## src/rtl/tz_time_counter.sv

```systemverilog
// +---------------------------------------------------------------------------+
// | tz_time_counter                                                           |
// | GMT hour/min/sec counter with prescaler; signed timezone on display path. |
// | Optional 12 h display: define CLK_12H_EN (adds MODE_12H / PM).            |
// | Revision: 1.0                                                             |
// +---------------------------------------------------------------------------+
`default_nettype none
`timescale 1ns/1ps

module tz_time_counter #(
  parameter int         CLK_HZ      = 1000,
  parameter int         TZ_MIN      = -12,
  parameter int         TZ_MAX      = 14,
  parameter int         TZ_DEFAULT  = 9,
  parameter logic [3:0] ST_RUN      = 4'd0,
  parameter logic [3:0] ST_TIME_SET = 4'd1,
  parameter logic [3:0] ST_TZ_SETUP = 4'd2
) (
  input  logic        CLK,
  input  logic        RESET,
  input  logic [3:0]  STATE,
  input  logic        LOAD,
  input  logic [17:0] LOAD_DATA,
  input  logic        TZ_UP,
  input  logic        TZ_DN,
  output logic [17:0] DATA,
  output logic [4:0]  TZ,
  output logic        TICK,
  output logic        DAY_WRAP,
  output logic        LOAD_ERR
`ifdef CLK_12H_EN
  ,
  input  logic        MODE_12H,
  output logic        PM
`endif
);

  localparam int               C_PW         = (CLK_HZ > 1) ? $clog2(CLK_HZ) : 1;
  localparam logic [C_PW-1:0]  C_PS_LAST    = C_PW'(CLK_HZ - 1);
  localparam int               C_TZ_DEF_MOD = ((TZ_DEFAULT % 24) + 24) % 24;
  localparam logic signed [4:0] C_TZ_DEF    = 5'(TZ_DEFAULT);
  localparam logic signed [4:0] C_TZ_MIN    = 5'(TZ_MIN);
  localparam logic signed [4:0] C_TZ_MAX    = 5'(TZ_MAX);

  // Folds a value in -24..47 into 0..23.
  function automatic logic [5:0] f_fold24(input logic signed [7:0] v);
    logic signed [7:0] t;
    t = v;
    if (t < 0)
      t = t + 8'sd24;
    else if (t >= 24)
      t = t - 8'sd24;
    return t[5:0];
  endfunction

  logic [C_PW-1:0]   r_presc;
  logic [5:0]        r_hour;
  logic [5:0]        r_min;
  logic [5:0]        r_sec;
  logic signed [4:0] r_tz;
  logic              r_tick;
  logic              r_wrap;
  logic              r_ld_err;

  logic              w_mode_set;
  logic              w_mode_tz;
  logic              w_mode_run;
  logic              w_count;
  logic              w_tick;
  logic              w_end_of_day;
  logic signed [7:0] w_tz_ext;
  logic [5:0]        w_local_hr;
  logic [5:0]        w_disp_hr;
  logic [5:0]        w_ld_hr;
  logic [5:0]        w_ld_min;
  logic [5:0]        w_ld_sec;
  logic              w_ld_ok;
  logic [5:0]        w_ld_gmt_hr;

  // Unrecognised STATE codes fall back to run behaviour.
  assign w_mode_set   = (STATE == ST_TIME_SET);
  assign w_mode_tz    = (STATE == ST_TZ_SETUP);
  assign w_mode_run   = (STATE == ST_RUN) | ~(w_mode_set | w_mode_tz);
  assign w_count      = w_mode_run | w_mode_tz;
  assign w_tick       = w_count & (r_presc == C_PS_LAST);
  assign w_end_of_day = (r_hour == 6'd23) & (r_min == 6'd59) & (r_sec == 6'd59);

  assign w_tz_ext     = {{3{r_tz[4]}}, r_tz};
  assign w_local_hr   = f_fold24($signed({2'b00, r_hour}) + w_tz_ext);

  assign w_ld_hr      = LOAD_DATA[17:12];
  assign w_ld_min     = LOAD_DATA[11:6];
  assign w_ld_sec     = LOAD_DATA[5:0];
  assign w_ld_ok      = (w_ld_hr <= 6'd23) & (w_ld_min <= 6'd59) & (w_ld_sec <= 6'd59);
  assign w_ld_gmt_hr  = f_fold24($signed({2'b00, w_ld_hr}) - w_tz_ext);

`ifdef CLK_12H_EN
  always_comb begin
    w_disp_hr = w_local_hr;
    if (MODE_12H) begin
      if (w_local_hr == 6'd0)
        w_disp_hr = 6'd12;
      else if (w_local_hr > 6'd12)
        w_disp_hr = w_local_hr - 6'd12;
    end
  end

  always_ff @(posedge CLK) begin
    if (RESET)
      PM <= 1'b0;
    else
      PM <= MODE_12H & (w_local_hr >= 6'd12);
  end
`else
  assign w_disp_hr = w_local_hr;
`endif

  always_ff @(posedge CLK) begin
    if (RESET) begin
      r_presc  <= '0;
      r_hour   <= 6'd0;
      r_min    <= 6'd0;
      r_sec    <= 6'd0;
      r_tz     <= C_TZ_DEF;
      r_tick   <= 1'b0;
      r_wrap   <= 1'b0;
      r_ld_err <= 1'b0;
      DATA     <= {6'(C_TZ_DEF_MOD), 12'd0};
    end else begin
      r_tick   <= 1'b0;
      r_wrap   <= 1'b0;
      r_ld_err <= 1'b0;
      DATA     <= {w_disp_hr, r_min, r_sec};

      if (!w_count) begin
        r_presc <= '0;
      end else if (w_tick) begin
        r_presc <= '0;
        r_tick  <= 1'b1;
        r_wrap  <= w_end_of_day;
        if (r_sec == 6'd59) begin
          r_sec <= 6'd0;
          if (r_min == 6'd59) begin
            r_min  <= 6'd0;
            r_hour <= (r_hour == 6'd23) ? 6'd0 : r_hour + 6'd1;
          end else begin
            r_min <= r_min + 6'd1;
          end
        end else begin
          r_sec <= r_sec + 6'd1;
        end
      end else begin
        r_presc <= r_presc + 1'b1;
      end

      if (w_mode_tz) begin
        if (TZ_UP && !TZ_DN && (r_tz < C_TZ_MAX))
          r_tz <= r_tz + 5'sd1;
        else if (TZ_DN && !TZ_UP && (r_tz > C_TZ_MIN))
          r_tz <= r_tz - 5'sd1;
      end

      // Time-set mode never ticks, so a load cannot collide with the cascade.
      if (w_mode_set && LOAD) begin
        if (w_ld_ok) begin
          r_hour  <= w_ld_gmt_hr;
          r_min   <= w_ld_min;
          r_sec   <= w_ld_sec;
          r_presc <= '0;
        end else begin
          r_ld_err <= 1'b1;
        end
      end
    end
  end

  assign TZ       = r_tz;
  assign TICK     = r_tick;
  assign DAY_WRAP = r_wrap;
  assign LOAD_ERR = r_ld_err;

endmodule

`default_nettype wire

```

## config.mk

```make
export PLATFORM = sky130hd
export DESIGN_NAME = tz_time_counter
export DESIGN_NICKNAME = d
export VERILOG_FILES = /design/src/rtl/tz_time_counter.sv
export SDC_FILE = /design/constraint.sdc
export NUM_CORES = 1
export LEC_CHECK = 0
export CORE_MARGIN = 4
export CORE_UTILIZATION = 54
export CTS_CLUSTER_DIAMETER = 200
export DETAILED_ROUTE_END_ITERATION = 6
export GPL_ROUTABILITY_DRIVEN = 0
export PLACE_DENSITY_LB_ADDON = 0.05
export SETUP_SLACK_MARGIN = 0.5
export SLEW_MARGIN = 20
export SYNTH_ARGS = -nofsm -noshare
export SYNTH_HDL_FRONTEND = slang
export SYNTH_SLANG_ARGS = --single-unit
```

## constraint.sdc

```tcl
create_clock -name CLK -period 3.9 [get_ports CLK]
set_input_delay 0.39 -clock CLK [delete_from_list [all_inputs] [get_ports CLK]]
set_output_delay 0.39 -clock CLK [all_outputs]
set_load 0.02 [all_outputs]
```

==> impl_metrics.csv, run 1 <==
group,metric,value,unit
run_status,status,"finished, final reports clean",
die,die_height,85.51,um
final_layout,drive_gt1_share,6.005,%
sta,setup_viol,0,
synth,synthCells,382,
detailed_routing,drt-initial-drc-count,142,
sta,post-route-period-util,83.06,%
die,start_util,57.16,%
cts,cts_setup_buffers,0,
worst_hold_path,min_from,"r_presc[0]",
synth,synth_seq_cells,54,
die,dieArea,0.007312,mm^2
synth,syn_nets,437,
cts,clk_pin_slew,0.09,ns
sta,clock_skew,0.005134,ns
cts,cts_made_buffers,5,
synth,avgSynthCellArea,8.493,um^2
synth,synth_cell_type_count,53,
cts,clock_path_buffers,2,
sta,fin_crit,3.239,ns
critical_path,worstSetupEndpointType,"flop",
pwr,power_density,287.2,mW/mm^2
sta,worstMarginPinSlew,0.7373,ns
pwr,power.leakage,1.583,nW
synth,yosys_warnings,0,
global_routing,grt_max_degree,37,
die,die_w,85.51,um
critical_path,cp-startpoint,"LOAD_DATA[12]",
final_layout,area_growth,22.75,%
cts,holdBufCountCts,0,
detailed_routing,wirelength,6689,um
final_layout,antenna_cells,0,
place,port_buffers,52,
critical_path,slowest_stage,"clkdlybuf4s50_1",
detailed_routing,drc,0,
synth,ys_seq_area_share,33.32,%
cts,clock_latency,0.30,ns
synth,synth_most_common_cell,"dfxtp_1",
synth,async_reset_ff_share,0,%
global_routing,grt_pass1_vias,2572,
place,dp_hpwl,5117,um
sta,rsz0062_at_grt,"false",
final_layout,nFillCells,472,
die,rows,27,
sta,hold_violations,0,
cts,ctsResizeCount,0,
synth,synth_flop_cell,"dfxtp_1",
critical_path,path_class,"in -> reg",
detailed_routing,antenna_left,0,
global_routing,grt_use_total,18.82,%
detailed_routing,vias_per_cell,5.596,
sta,fmax,308.7,MHz
detailed_routing,first_pass_iters,4,
critical_path,critPathMostFrequentCell,"inv_1",
sta,slew_violations,0,
critical_path,cp_cell_sequence,"clkdlybuf4s50_1 -> inv_1 -> ha_1 -> inv_1 -> fa_2 -> a211o_1 -> o21ai_0 -> xor2_1 -> inv_1 -> ha_4 -> or3_4 -> o311ai_1 -> o31ai_1 -> o41ai_1",
critical_path,slowest_delay,0.39,ns
cts,cts.sinks,54,
cts,htree_levels,2,
detailed_routing,wl_per_cell,13.25,um
pwr,max-vdd-ir-drop,0.1496,mV
job,drv_cap,0,
cts,cts_tree,"done",
place,placed_area,0.003836,mm^2
critical_path,required,4.10,ns
critical_path,r2r_start,"TZ[0]",
global_routing,antenna_found_initial,0,
synth,syn_area,0.003244,mm^2
sta,tns,0,ns
final_layout,finalNetCount,488,
final_layout,final_area,0.003983,mm^2
place,placed_cells,498,
cts,cts_root_buf,"clkbuf_8",
final_layout,final_cells,505,
die,ios,53,
critical_path,critPathMaxFanout,3,
worst_hold_path,holdCritPathClass,"reg -> reg",
critical_path,startpoint_type,"primary input",
sta,slew_headroom,50.69,%
global_routing,grt_first_pass_wirelength,11560,um
synth,yosysTopAreaCell,"dfxtp_1",
global_routing,grt-ovfl-total,0,
synth,synth_edf_count,0,
critical_path,cp.arrival,3.44,ns
synth,netlist_top_cells_count,"dfxtp_1, nor2_1, ha_1",
die,core_area,0.005675,mm^2
synth,synth_top_area_share,33.32,%
synth,yosys-top-cells-area,"dfxtp_1, ha_1, nor2_1",
detailed_routing,vias,2826,
cells by family after synthesis:
| kind of cell | after synthesis | synth area share (%) |
|---|---|---|
| flip-flops | 54 | 33.32 |
| multiplexers | 6 | 1.890 |
| buffers and inverters | 30 | 3.741 |
| adder cells (fa/ha/maj) | 28 | 11.49 |
| AO/OA/AOI/OAI | 92 | 18.67 |
| AND/OR/NAND/NOR | 147 | 24.14 |
| XOR/XNOR | 25 | 6.749 |
path summary, 6_finish.rpt:
check	endpoint	slack (ns)	cells past startpoint
hold reg to reg	r_presc[0]	0.48	1
setup reg to reg	r_hour[4]	0.74	12
hold / removal	r_presc[0]	0.48	1
setup / recovery	r_hour[4]	0.66	14
power breakdown:
group | switching (mW) | internal [mW] | leakage [nW]
combinational | 0.102 | 0.0982 | 1.09
clock | 0.167 | 0.205 | 0.0573
sequential | 0.00883 | 0.562 | 0.436
total | 0.278 | 0.865 | 1.58
sequential cells by signal, summed over array words and instances, names as in the netlist:
register / cells
DATA: 18
r_presc: 10
r_hour: 6
r_min: 6
r_sec: 6
TZ: 5
DAY_WRAP: 1
LOAD_ERR: 1
TICK: 1
per-stage QoR:
step	hold WS, ns	power [mW]	setup WS, ns	util, %
2_1_floorplan	0.4302	0.7048	0.5098	-
3_3_place_gp	0.4493	0.7679	0.3258	67.59
3_5_place_dp	0.4609	0.7728	0.2073	67.59
4_1_cts	0.4836	1.143	0.5037	69.58
5_1_grt	0.5154	1.202	0.5012	70.17
6_report	0.4777	1.144	0.6606	70.17
critical path: cells and delay by family:
family | cells | cell delay [ns]
xor gates and xnor gates | 1 | 0.20
adders and majority gates | 3 | 0.77
and+or+nand+nor | 1 | 0.39
AOI/OAI and AO/OA | 5 | 1.06
buffers and inverters | 4 | 0.61
placed cells by master (no fill, tap or decap), types with 3 or more instances in the layout:
cell	instances
or3_1	4
clkdlybuf4s50_1	52
nand4_1	4
nand2b_1	4
o21a_1	3
a311oi_1	4
nor3_1	10
mux2i_1	5
nand2_1	18
o211ai_1	3
inv_1	17
and3_1	7
o21ai_0	23
xnor2_1	10
buf_4	5
nand3_1	15
dfxtp_1	52
clkbuf_8	6
a21o_1	7
ha_1	24
nor2_1	47
o311ai_0	4
a211oi_1	11
a21oi_1	21
xor2_1	15
nor2b_1	15
layer usage:
layer  track usage (%)  vias to the layer above  share of wire, %
met5                 0                        -                 0
met4             4.460                        0              0.51
met3             3.362                        6               4.4
met2             31.29                       59                47
met1             25.40                     1283                48
li1                  -                     1478                 -
layout make-up:
cell class                      count  area, um^2  area share [%]
Clock inverter                      1       30.03          0.7540
Tap cell                           72       90.09           2.262
Inverter                           17       63.81           1.602
Timing Repair Buffer               57       558.0           14.01
Clock buffer                        6       82.58           2.074
Multi-Input combinational cell    298        2074           52.09
Sequential cell                    54        1084           27.21
No activity file was read; power rests on OpenSTA's default activity.
==> run 2: changes to the inputs <==
==> constraint.sdc (replaced) <==
create_clock -name CLK -period 3.2 [get_ports CLK]
set_input_delay 0.32 -clock CLK [delete_from_list [all_inputs] [get_ports CLK]]
set_output_delay 0.32 -clock CLK [all_outputs]
set_load 0.02 [all_outputs]
==> impl_metrics.csv, run 2 (synthesis gave the netlist of run 1 again) <==
group,metric,value,unit
run_status,status,"finished, final reports clean",
sta,holdWs,0.4770,ns
critical_path,startpoint_type,"flop",
final_layout,final_area,0.004109,mm^2
global_routing,grt_pass1_vias,2638,
die,start_util,57.16,%
final_layout,nFillCells,449,
detailed_routing,wl_per_cell,13.36,um
die,core_area,0.005675,mm^2
global_routing,grt-ovfl-total,0,
final_layout,final_common_cell,"dfxtp_1",
detailed_routing,first_pass_iters,4,
final_layout,top_register,"DATA",
final_layout,drive_gt1_share,11.24,%
sta,setup_viol,0,
critical_path,worstSetupEndpointType,"flop",
sta,worst_slack,0.3134,ns
cts,clock_path_buffers,2,
sta,rsz0062_at_grt,"true",
final_layout,antenna_cells,0,
die,ios,53,
cts,cts.sinks,54,
die,die_w,85.51,um
cts,cts_made_buffers,5,
place,dp_hpwl,5193,um
detailed_routing,drc,0,
final_layout,finalNetCount,499,
final_layout,utilization,72.40,%
critical_path,cp.arrival,3.08,ns
job,drv_cap,0,
sta,tns,0,ns
die,rows,27,
global_routing,grt_first_pass_wirelength,11500,um
die,dieArea,0.007312,mm^2
critical_path,required,3.40,ns
die,die_height,85.51,um
worst_hold_path,holdCritPathClass,"reg -> reg",
sta,post-route-period-util,90.21,%
sta,fin_crit,2.887,ns
detailed_routing,antenna_left,0,
final_layout,largest_reg_flops,18,
place,placed_cells,501,
sta,hold_violations,0,
pwr,total_power,1.329,mW
pwr,power.leakage,1.632,nW
place,pre_cts_slack,-0.08747,ns
cts,cts_root_buf,"clkbuf_8",
global_routing,antenna_found_initial,0,
global_routing,grt_use_total,18.73,%
cts,clock_latency,0.30,ns
final_layout,area_growth,26.65,%
pwr,power_density,323.5,mW/mm^2
detailed_routing,wirelength,6906,um
sta,worstMarginPinSlew,1.047,ns
sta,slew_violations,0,
sta,fmax,346.4,MHz
sta,slew_headroom,29.24,%
detailed_routing,drt-initial-drc-count,112,
final_layout,final_cells,517,
cts,cts_tree,"done",
detailed_routing,vias_per_cell,5.557,
global_routing,grt_max_degree,37,
place,placed_area,0.003894,mm^2
place,port_buffers,52,
pwr,max-vdd-ir-drop,0.1877,mV
cts,clk_pin_slew,0.09,ns
critical_path,critPathMaxFanout,2,
detailed_routing,vias,2873,
sta,clock_skew,0.008142,ns
final_layout,top_regs,"DATA (18), r_presc (10)",
cts,holdBufCountCts,0,
cts,htree_levels,2,
final_layout,mostFrequentLayoutCells,"dfxtp_1, clkdlybuf4s50_1, nor2_1, o21ai_0, ha_1",
critical_path,path_class,"reg -> reg",
==> run 2: cell types whose count changed in the layout (fill, tap and decap cells not counted), sizes merged <==
cell,change
buf,+11
clkdlybuf4s50,-2
clkinv,+2
bufinv,-1
dlygate4sd2,+1
dlymetal6s2s,+1
==> run 2: layout make-up <==
class / instances / area, um^2 / area share, %
clock buffer: 6 / 72.57 / 1.766
clock inverter: 2 / 13.76 / 0.3350
inverter: 17 / 63.81 / 1.553
multi-input combinational: 298 / 2137 / 52.01
sequential: 54 / 1090 / 26.52
tap: 72 / 90.09 / 2.192
timing repair buffer: 68 / 641.9 / 15.62
==> run 2: layer usage <==
metal,wire length [um],track usage [%],share of wire [%],vias up
li1,-,-,-,1491
met1,3295,24.76,48,1299
met2,3201,31.36,46,77
met3,366,3.650,5.3,6
met4,43,4.892,0.62,0
met5,0,0,0,-
==> run 2: final timing paths <==
kind	from	cells after the start	to	slack [ns]
worst max-delay path	TZ[0]	12	r_hour[4]	0.31
worst min-delay path	r_presc[0]	1	r_presc[0]	0.48
worst min register to register	r_presc[0]	1	r_presc[0]	0.48
worst max register to register	TZ[0]	12	r_hour[4]	0.31
==> run 2: power breakdown <==
group | switching [mW] | internal [mW] | leakage, nW
Combinational | 0.137 | 0.133 | 1.15
Sequential | 0.0105 | 0.683 | 0.438
Clock | 0.210 | 0.155 | 0.0452
==> run 2: worst max-delay path: stages, from the launching register on <==
cell	delay, ns
dfxtp_4	0.38
ha_4	0.12
inv_2	0.03
fa_2	0.33
a211o_1	0.32
o21ai_1	0.11
xor2_1	0.21
inv_1	0.12
ha_4	0.23
or3_4	0.35
o311ai_4	0.26
o31ai_1	0.10
o41ai_1	0.22
==> run 2: timing repair <==
action                                  CTS  global route
endpoints found under the setup margin    2             7
resized for setup                         6            11
buffers inserted                          3             5
pin swaps                                 6             8
==> run 3: changes to the inputs <==
--- a/config.mk
+++ b/config.mk
@@ -5,13 +5,13 @@
 export SDC_FILE = /design/constraint.sdc
 export NUM_CORES = 1
 export LEC_CHECK = 0
+export CORE_ASPECT_RATIO = 1.4
 export CORE_MARGIN = 4
 export CORE_UTILIZATION = 54
 export CTS_CLUSTER_DIAMETER = 200
 export DETAILED_ROUTE_END_ITERATION = 6
 export GPL_ROUTABILITY_DRIVEN = 0
 export PLACE_DENSITY_LB_ADDON = 0.05
-export SETUP_SLACK_MARGIN = 0.5
 export SLEW_MARGIN = 20
 export SYNTH_ARGS = -nofsm -noshare
 export SYNTH_HDL_FRONTEND = slang
==> impl_metrics.csv, run 3 (synthesis gave the netlist of run 1 again) <==
group,metric,value,unit
critical_path,worst-r2r-cell-count,12,
worst_hold_path,hold-path-cell-count,1,
critical_path,cp.arrival,3.18,ns
job,drv_cap,0,
final_layout,antenna_cells,0,
detailed_routing,vias,2976,
worst_hold_path,holdCritPathClass,"reg -> reg",
die,start_util,55.34,%
place,placed_area,0.003923,mm^2
critical_path,required,3.42,ns
cts,cts_made_buffers,5,
place,port_buffers,52,
detailed_routing,drc,0,
pwr,p_int,0.9956,mW
pwr,power.leakage,1.640,nW
die,rows,33,
pwr,power_density,337.3,mW/mm^2
final_layout,drive_gt1_share,9.396,%
worst_hold_path,min_from,"r_presc[0]",
cts,holdBufCountCts,0,
final_layout,mostFrequentLayoutCells,"dfxtp_1, clkdlybuf4s50_1, nor2_1, ha_1, o21ai_0",
cts,cts.sinks,54,
sta,fin_crit,2.961,ns
sta,holdWs,0.4765,ns
critical_path,r2r_start,"TZ[0]",
final_layout,top_regs,"DATA (18), r_presc (10)",
die,ios,53,
detailed_routing,wl_per_cell,14.45,um
die,dieArea,0.007330,mm^2
pwr,total_power,1.374,mW
detailed_routing,dr_wl_met2,3939,um
global_routing,grt_pass1_vias,2766,
global_routing,grt_use_total,20.88,%
run_status,status,"finished, final reports clean",
cts,htree_levels,2,
detailed_routing,first_pass_iters,4,
final_layout,finalNetCount,501,
pwr,pwr-share-clk,30.1,%
pwr,p_switching,0.3781,mW
sta,tns,0,ns
detailed_routing,antenna_left,0,
place,pre_cts_slack,-0.3387,ns
sta,clock_skew,0.004637,ns
detailed_routing,highest_layer,"met4",
critical_path,regToRegSetupSlack,0.24,ns
final_layout,top_register,"DATA",
die,die_w,73.51,um
detailed_routing,wirelength_met1,2988,um
detailed_routing,wl_met3,299,um
cts,clock_latency,0.31,ns
critical_path,r2r-end,"r_hour[4]",
final_layout,utilization,69.46,%
pwr,power_frac_comb,19.5,%
detailed_routing,wirelength,7470,um
global_routing,grt_first_pass_wirelength,12280,um
pwr,pwr-share-seq,50.5,%
sta,setup_viol,0,
critical_path,worstSetupEndpointType,"flop",
pwr,max-vdd-ir-drop,0.1742,mV
global_routing,antenna_found_initial,0,
worst_hold_path,min_to,"r_presc[0]",
place,dp_hpwl,5851,um
sta,hold_violations,0,
sta,worst_slack,0.2387,ns
sta,post-route-period-util,92.54,%
place,placed_cells,507,
final_layout,final_area,0.004073,mm^2
global_routing,grt-ovfl-total,0,
cts,clock_path_buffers,2,
critical_path,critPathMaxFanout,2,
detailed_routing,vias_per_cell,5.756,
cts,cts_tree,"done",
detailed_routing,drt-initial-drc-count,138,
critical_path,startpoint_type,"flop",
final_layout,final_cells,517,
critical_path,path_class,"reg -> reg",
sta,slew_violations,0,
die,die_height,99.72,um
sta,rsz0062_at_grt,"false",
sta,worstMarginPinSlew,0.7743,ns
global_routing,grt_max_degree,30,
sta,fmax,337.7,MHz
final_layout,final_common_cell,"dfxtp_1",
die,core_area,0.005863,mm^2
sta,slew_headroom,47.71,%
cts,cts_root_buf,"clkbuf_8",
final_layout,largest_reg_flops,18,
pwr,switching_share,27.52,%
cts,clk_pin_slew,0.10,ns
final_layout,area_growth,25.53,%
run 3: changes by cell type in the layout (fill, tap and decap cells not counted), moves of 2 or more:
| cell | before | now |
|---|---|---|
| a21oi_1 | 19 | 21 |
| a21oi_2 | 2 | 0 |
| buf_4 | 16 | 18 |
| inv_1 | 14 | 16 |
| inv_2 | 3 | 1 |
| xor2_1 | 13 | 15 |
| xor2_2 | 2 | 0 |
run 3: worst max-delay path by stage:
stage | start | endpoint | slack [ns] | cells past startpoint
floorplan | TZ[0] | r_hour[4] | 0.03 | 12
global placement | LOAD_DATA[12] | r_hour[4] | -0.23 | 14
detailed placement | LOAD_DATA[12] | r_hour[4] | -0.34 | 14
CTS | LOAD_DATA[12] | r_hour[4] | 0.06 | 14
global route | TZ[0] | r_hour[4] | 0.07 | 12
finish | TZ[0] | r_hour[4] | 0.24 | 12
run 3: power by group through the flow:
stage / registers (mW) / clock network (mW) / logic [mW]
floorplan: 0.716 / 0 / 0.142
global placement: 0.708 / 0 / 0.244
detailed placement: 0.709 / 0 / 0.250
CTS: 0.693 / 0.425 / 0.254
global route: 0.695 / 0.457 / 0.297
finish: 0.693 / 0.413 / 0.268
run 3: critical path: stages (launching register included):
cell	delay, ns
dfxtp_4	0.36
ha_2	0.18
inv_2	0.04
fa_2	0.35
a211o_1	0.32
o21ai_2	0.07
xor2_1	0.19
inv_1	0.10
ha_4	0.22
or3_4	0.37
o311ai_2	0.26
o31ai_1	0.10
o41ai_1	0.30
run 3: area by class of cell:
class	count	area [um^2]
Timing Repair Buffer	70	658.1
Sequential cell	54	1089
Clock buffer	6	82.58
Multi-Input combinational cell	298	2076
Fill cell	483	1790
Tap cell	70	87.58
Clock inverter	2	16.27
Inverter	17	63.81
run 3: timing repair:
item | CTS | global route
endpoints found under the setup margin | 1 | 1
buffers inserted | 1 | 1
pin swaps | 2 | 8
gates resized for setup | 0 | 9
run 3: layer usage:
layer,up-vias,track usage (%)
met4,0,9.623
met1,1393,22.96
li1,1501,-
met3,21,3.842
met5,-,0
met2,61,37.57
